$ cat config.mk
export PLATFORM = sky130hd
export DESIGN_NAME = ibex_register_file_wipe_ctrl
export DESIGN_NICKNAME = d
export VERILOG_FILES = /design/src/rtl/ibex_register_file_wipe_ctrl.sv
export SDC_FILE = /design/constraint.sdc
export NUM_CORES = 1
export LEC_CHECK = 0
export BUFFER_PORTS_ARGS = -buffer_cell sky130_fd_sc_hd__buf_2
export CAP_MARGIN = 20
export CELL_PAD_IN_SITES_DETAIL_PLACEMENT = 0
export CELL_PAD_IN_SITES_GLOBAL_PLACEMENT = 1
export CORE_MARGIN = 5
export CORE_UTILIZATION = 36
export CTS_CLUSTER_SIZE = 8
export DETAILED_ROUTE_END_ITERATION = 8
export GPL_TIMING_DRIVEN = 0
export PLACE_DENSITY = 0.77
export SLEW_MARGIN = 20
export SYNTH_ARGS = -nofsm -noshare
export SYNTH_HDL_FRONTEND = slang
export SYNTH_SLANG_ARGS = --single-unit
$ cat constraint.sdc
create_clock -name clk_i -period 1.8 [get_ports clk_i]
set_clock_uncertainty 0.1 [all_clocks]
set_input_delay 0.18 -clock clk_i [delete_from_list [all_inputs] [get_ports clk_i]]
set_output_delay 0.18 -clock clk_i [all_outputs]
set_load 0.01 [all_outputs]
$ cat src/rtl/ibex_register_file_wipe_ctrl.sv
// Register file write-port sequencer: passes core writebacks through, and on request
// takes over the port to overwrite x1..xN-1 with an optional LFSR pass, then a zero pass.
module ibex_register_file_wipe_ctrl #(
  parameter bit                   RV32E       = 1'b0,
  parameter int unsigned          DataWidth   = 32,
  parameter logic [DataWidth-1:0] WordZeroVal = '0,
  parameter bit                   RandomPass  = 1'b1,
  parameter logic [31:0]          LfsrSeed    = 32'hACE1_2468
) (
  input  logic                 clk_i,
  input  logic                 rst_ni,
  input  logic                 wipe_req_i,
  output logic                 wipe_busy_o,
  output logic                 wipe_done_o,
  input  logic                 core_we_i,
  input  logic [4:0]           core_waddr_i,
  input  logic [DataWidth-1:0] core_wdata_i,
  output logic                 core_wready_o,
  output logic                 rf_we_o,
  output logic [4:0]           rf_waddr_o,
  output logic [DataWidth-1:0] rf_wdata_o,
  output logic                 err_o
);

  localparam logic [4:0]  LastAddr = RV32E ? 5'd15 : 5'd31;
  localparam logic [31:0] LfsrPoly = 32'h8020_0003;

  typedef enum logic [1:0] {
    IDLE,
    WIPE_RAND,
    WIPE_ZERO,
    DONE
  } state_e;

  state_e      state_q, state_d;
  logic [4:0]  cnt_q, cnt_d;
  logic [31:0] lfsr_q, lfsr_d;

  // Right-shifting Galois step; a non-zero state can never map to zero.
  function automatic logic [31:0] lfsr_step(input logic [31:0] s);
    return (s >> 1) ^ (s[0] ? LfsrPoly : 32'h0);
  endfunction

  function automatic logic [DataWidth-1:0] fit_word(input logic [31:0] s);
    return DataWidth'(s);
  endfunction

  assign err_o = RV32E && core_we_i && core_waddr_i[4];

  always_comb begin
    state_d = state_q;
    cnt_d   = cnt_q;
    lfsr_d  = lfsr_q;
    case (state_q)
      IDLE: begin
        if (wipe_req_i) begin
          if (RandomPass) state_d = WIPE_RAND;
          else            state_d = WIPE_ZERO;
        end
      end
      WIPE_RAND, WIPE_ZERO: begin
        if (state_q == WIPE_RAND) lfsr_d = lfsr_step(lfsr_q);
        if (cnt_q == LastAddr) begin
          cnt_d = 5'd1;
          if (state_q == WIPE_RAND) state_d = WIPE_ZERO;
          else                      state_d = DONE;
        end else begin
          cnt_d = cnt_q + 5'd1;
        end
      end
      DONE: state_d = IDLE;
    endcase
  end

  always_comb begin
    wipe_busy_o   = 1'b0;
    wipe_done_o   = 1'b0;
    core_wready_o = 1'b0;
    rf_we_o       = 1'b0;
    rf_waddr_o    = core_waddr_i;
    rf_wdata_o    = core_wdata_i;
    case (state_q)
      IDLE: begin
        core_wready_o = 1'b1;
        rf_we_o       = core_we_i & ~err_o;
      end
      WIPE_RAND: begin
        wipe_busy_o = 1'b1;
        rf_we_o     = 1'b1;
        rf_waddr_o  = cnt_q;
        rf_wdata_o  = fit_word(lfsr_q);
      end
      WIPE_ZERO: begin
        wipe_busy_o = 1'b1;
        rf_we_o     = 1'b1;
        rf_waddr_o  = cnt_q;
        rf_wdata_o  = WordZeroVal;
      end
      DONE: wipe_done_o = 1'b1;
    endcase
  end

  always_ff @(posedge clk_i or negedge rst_ni) begin
    if (!rst_ni) begin
      state_q <= IDLE;
      cnt_q   <= 5'd1;
      lfsr_q  <= LfsrSeed;
    end else begin
      state_q <= state_d;
      cnt_q   <= cnt_d;
      lfsr_q  <= lfsr_d;
    end
  end

endmodule

Yosys cells after proc, flatten, opt, wreduce, memory -nomap -nowiden
Cells that the tools add are included.
W data, S select, Z words.
{ "word_totals": {"mem_bits_rw": 0, "output_inout_bits": 42, "romBits": 0, "latch_bits": 0, "memories": 0, "regBits": 39} }
{ "classes": {"order_cmp": 0, "n_mux": 12, "bitwise_logic": 1, "reduce_logical": 4, "multipliers": 0, "n_addsub": 1, "n_eq_ne": 6, "n_shift": 0, "div": 0} }
{ "op_table": {"columns": ["op", "n"], "rows": [
  ["$pmux W32 S2", 1],
  ["$mux W32", 1],
  ["$xor A31 B32 Y32", 1],
  ["$mux W5", 2],
  ["$pmux W2 S3", 1],
  ["$add A5 B1 Y5 const B", 1],
  ["$eq A5 B5 Y1 const B", 1],
  ["$eq A2 B2 Y1 const B", 2],
  ["$mux W1", 4],
  ["$mux W2", 2],
  ["$reduce_and A2 Y1", 2],
  ["$eq A2 B1 Y1 const B", 1],
  ["$logic_not A2 Y1", 1],
  ["$ne A2 B1 Y1 const B", 1],
  ["$ne A2 B2 Y1 const B", 1],
  ["$pmux W1 S2", 1],
  ["$reduce_or A2 Y1", 1]
]} }

Logic depth before layout (Yosys ltp)
{ "logic_depth": {"depth_word": 4, "ltp_mapped": 6} }

Least setup slack after synthesis
No wires, ideal clock.
{ "synth_timing": {"path_type": "flip-flop to output port", "from": "register state_q[0]", "to": "output rf_wdata_o[16]", "path_slack_ns": 0.039, "t_arrival_ns": 1.481, "path_buffers": 2, "path_stages_with_launch": 6, "cell_sequence": "dfrtp_1 -> inv_1 -> ha_1 -> buf_4 -> buf_4 -> o21ai_0"} }
{ "synth_via": {"elab_chain_cells": 2, "word_cells_on_any_way": 3, "classes_between": "eq/ne (2); mux (1)"} }
{ "synth_lines": {"columns": ["item", "line_no", "text"], "rows": [
  ["from (decl)", "35", "state_e state_q, state_d;"],
  ["from (signal assigned)", "109", "state_q <= state_d;"],
  ["$eq A2 B2 Y1 / $eq A2 B1 Y1 (equally long branches)", "82", "case (state_q)"],
  ["$pmux W32 S2 *", "82", null],
  ["to (decl)", "21", "output logic [DataWidth-1:0] rf_wdata_o,"]
]} }
Every way passes the cells marked *; elsewhere a longest branch is shown, timed or not.

Worst setup path after layout
{ "layout_timing": {"from": "register state_q[0]", "to": "output rf_waddr_o[1]"} }
{ "layout_via": {"elab_chain_cells": 3, "word_cells_on_any_way": 4, "classes_between": "eq/ne (2); mux (1); reduce/logical (1)"} }
{ "layout_lines": {"columns": ["item", "line_no", "text"], "rows": [
  ["$eq A2 B1 Y1 / $eq A2 B2 Y1 (equally long branches)", "82", null],
  ["$reduce_or A2 Y1 (no line) *", null, null],
  ["$mux W5 *", "82", null],
  ["to (decl)", "20", "output logic [4:0] rf_waddr_o,"]
]} }
Marks and branches as above.

==> flow_summary.ini <==
[global_route]
grtUsageMet1 = 0.192
met3_usage = 0.0416
use_met2 = 0.250
track_usage = 0.151
overflow = 0
antenna_found_initial = 0
grt_pass1_vias = 1780
grt_pass1_wl_um = 8800
busiest_layer = met2
grt_max_degree = 40

[clocking]
clk-insertion-delay-late_ns = 0.29
numCtsBuffers = 5
tritoncts = yes
ctsRootBufferMaster = clkbuf_8
clk_pin_slew_ns = 0.07
clkSinkCount = 39
cts.htree.levels = 2
ctsLongestPathBuffers = 2

[logic_synthesis]
synth_edf_count = 0
synth.top_cell.area_share = 0.294
ys_warn_count = 0
synthFlopType = dfrtp_1
synth_cell_types = 26
synth.ff_latch_count = 39
syn_area_per_cell_um2 = 10.6
synth_common_cells = mux2_2 (35), dfrtp_1 (25), o21ai_0 (22)
yosysMostFrequentCell = mux2_2
yosys-top-cells-area = dfrtp_1 (29%), mux2_2 (19%), dfstp_2 (17%), a22o_1 (6.2%), o21ai_0 (5.2%)
syn-instance-count = 201
syn_nets = 248
post-synth-top-area-cell = dfrtp_1
netlist_area_um2 = 2130
seq_area_frac_synth = 0.467
async_flop_share = 1.00

[timing]
timing.final.ws_setup_ns = -0.211
layout_min_cycle_time_ns = 2.01
finalCritPeriodShare = 1.12
fin_tns_setup_ns = -5.57
setup_viol = 38
rsz0062_at_grt = true
tightestPinTransition_ns = 0.870
max_freq_ghz = 0.497
slew_violations = 0
hold_violations = 0
max_slew_margin = 0.420

[floorplan]
rows = 28
start_util = 0.364
die_h_um = 86.9
core_area_um2 = 5850
die_x_um = 86.9
io_pins = 83
fp.dieArea_um2 = 7550

[setup_path]
setup.worst_path.class = flip-flop to output port
crit_arrival_ns = 1.73
crit_chain = inv_2, ha_4, buf_6, buf_8, mux2_4, buf_6
reg2reg_from = cnt_q[0]
cp-start-kind = flip-flop
crit_top_cell = buf_6
end_kind = output port
slowest_stage = dfrtp_1
cp.required_ns = 1.52
cp_top_family = buffers and inverters
cp_num_buf_inv = 4
startpoint = state_q[0]
cp_max_fo = 5
max_stage_delay_ns = 0.40

[route]
wl_um = 5910
drtIter0Drc = 79
drc = 0
wl_per_cell_um = 15.4
viasPerCell = 4.86
num_vias = 1866
dr.pass1.iters = 4
route.antenna.remaining_nets = 0

[place]
post_dp_cell_area_um2 = 2630
gp_congestion = 0.733
dp_hpwl_um = 3780
port_buffers = 81

[worst_hold_path]
hold_path.class = input port to flip-flop
hold_start = wipe_req_i

[cells_and_area]
design_area_um2 = 3260
syn2layout_area_growth_pct = 52.9
final_nets = 355
diodes = 0
post-route-util = 0.556
drive_gt1_frac = 0.631

[power_and_ir_drop]
p_leak_nw = 1.67
powerDensity_nw_per_um2 = 493
power_mw = 1.60
ir_drop_mv = 0.313

[outcome]
violations = setup timing
outcome = finished, violations left

[flow_run]
maxCapViolations = 0
[tightest hold or removal path, cell delays in order]
cell	delay [ns]
buf_2	0.08
nand2b_1	0.17
a21oi_1	0.09
[kinds of logic (layout without fill, tap and decap cells)]
kind of cell,count (synthesis),in the layout,synth area share
fa+ha+maj,6,6,0.0353
compound gates,45,45,0.135
other cells,1,1,0.00176
buf+inv,37,145,0.0834
mux,35,35,0.185
xor+xnor,3,3,0.0123
flops,39,39,0.467
simple gates,35,35,0.0811
[flip-flops by register name, indices dropped and copies added, names as in the netlist]
signal,count
cnt_q,5
state_q,2
lfsr_q,32
[cell usage in the layout (no fill, tap or decap), drive strengths merged, types with 2 or more instances in the layout]
| cell type | count |
|---|---|
| mux2 | 35 |
| nand3 | 18 |
| and3 | 2 |
| a31oi | 2 |
| a21oi | 5 |
| clkbuf | 13 |
| nand2 | 3 |
| dfstp | 14 |
| inv | 22 |
| a22o | 15 |
| xnor2 | 3 |
| o21ai | 22 |
| ha | 6 |
| buf | 108 |
| nor2 | 7 |
| dfrtp | 25 |
[power breakdown]
part	total [mW]	switching (mW)	internal [mW]	leakage, nW
Clock	0.655	0.305	0.350	0.0515
Sequential	0.877	0	0.877	0.479
Combinational	0.0722	0.0360	0.0362	1.14
Total	1.60	0.341	1.26	1.67
[worst paths after layout]
check / slack (ns) / endpoint / cells past startpoint
max: -0.21 / rf_waddr_o[1] / 6
min: 0.17 / state_q[1] / 3
max reg2reg: 0.02 / state_q[0] / 6
min reg2reg: 0.41 / cnt_q[0] / 2
max in group asynchronous: 0.62 / lfsr_q[4] / 2
min in group asynchronous: 0.44 / lfsr_q[15] / 2
[repair_timing]
action / 4_1_cts / 5_1_grt
hold buffers: 1 / 0
endpoints found under the setup margin: 38 / 43
resized for setup: 36 / 54
cloned: 2 / 3
endpoints found under the hold margin: 25 / 0
pin swaps: 5 / 5
setup buffers: 8 / 7
[routing by layer]
layer	vias up	wire, um
met4	0	72
met2	55	2910
met5	-	0
met3	5	367
li1	917	-
met1	889	2560
[per-stage QoR]
| step | worst slack [ns] | instances | hold WS (ns) |
|---|---|---|---|
| final | -0.211 | 384 | 0.173 |
| after CTS | -0.243 | 376 | 0.155 |
| after floorplan | 0.0386 | 201 | -0.216 |
| after global placement | -0.185 | 357 | 0.240 |
| after global routing | -0.261 | 384 | 0.184 |
| after detailed placement | -0.199 | 357 | 0.252 |
[area by class of cell]
cell class / count / area, um2
sequential: 39 / 993
inverter: 22 / 87.6
clock buffer: 8 / 100
tap: 75 / 93.8
buffer: 13 / 175
multi-input combinational: 125 / 1090
timing repair buffer: 102 / 719
fill: 533 / 2590
Note: power is estimated with default switching activity, not from simulation.
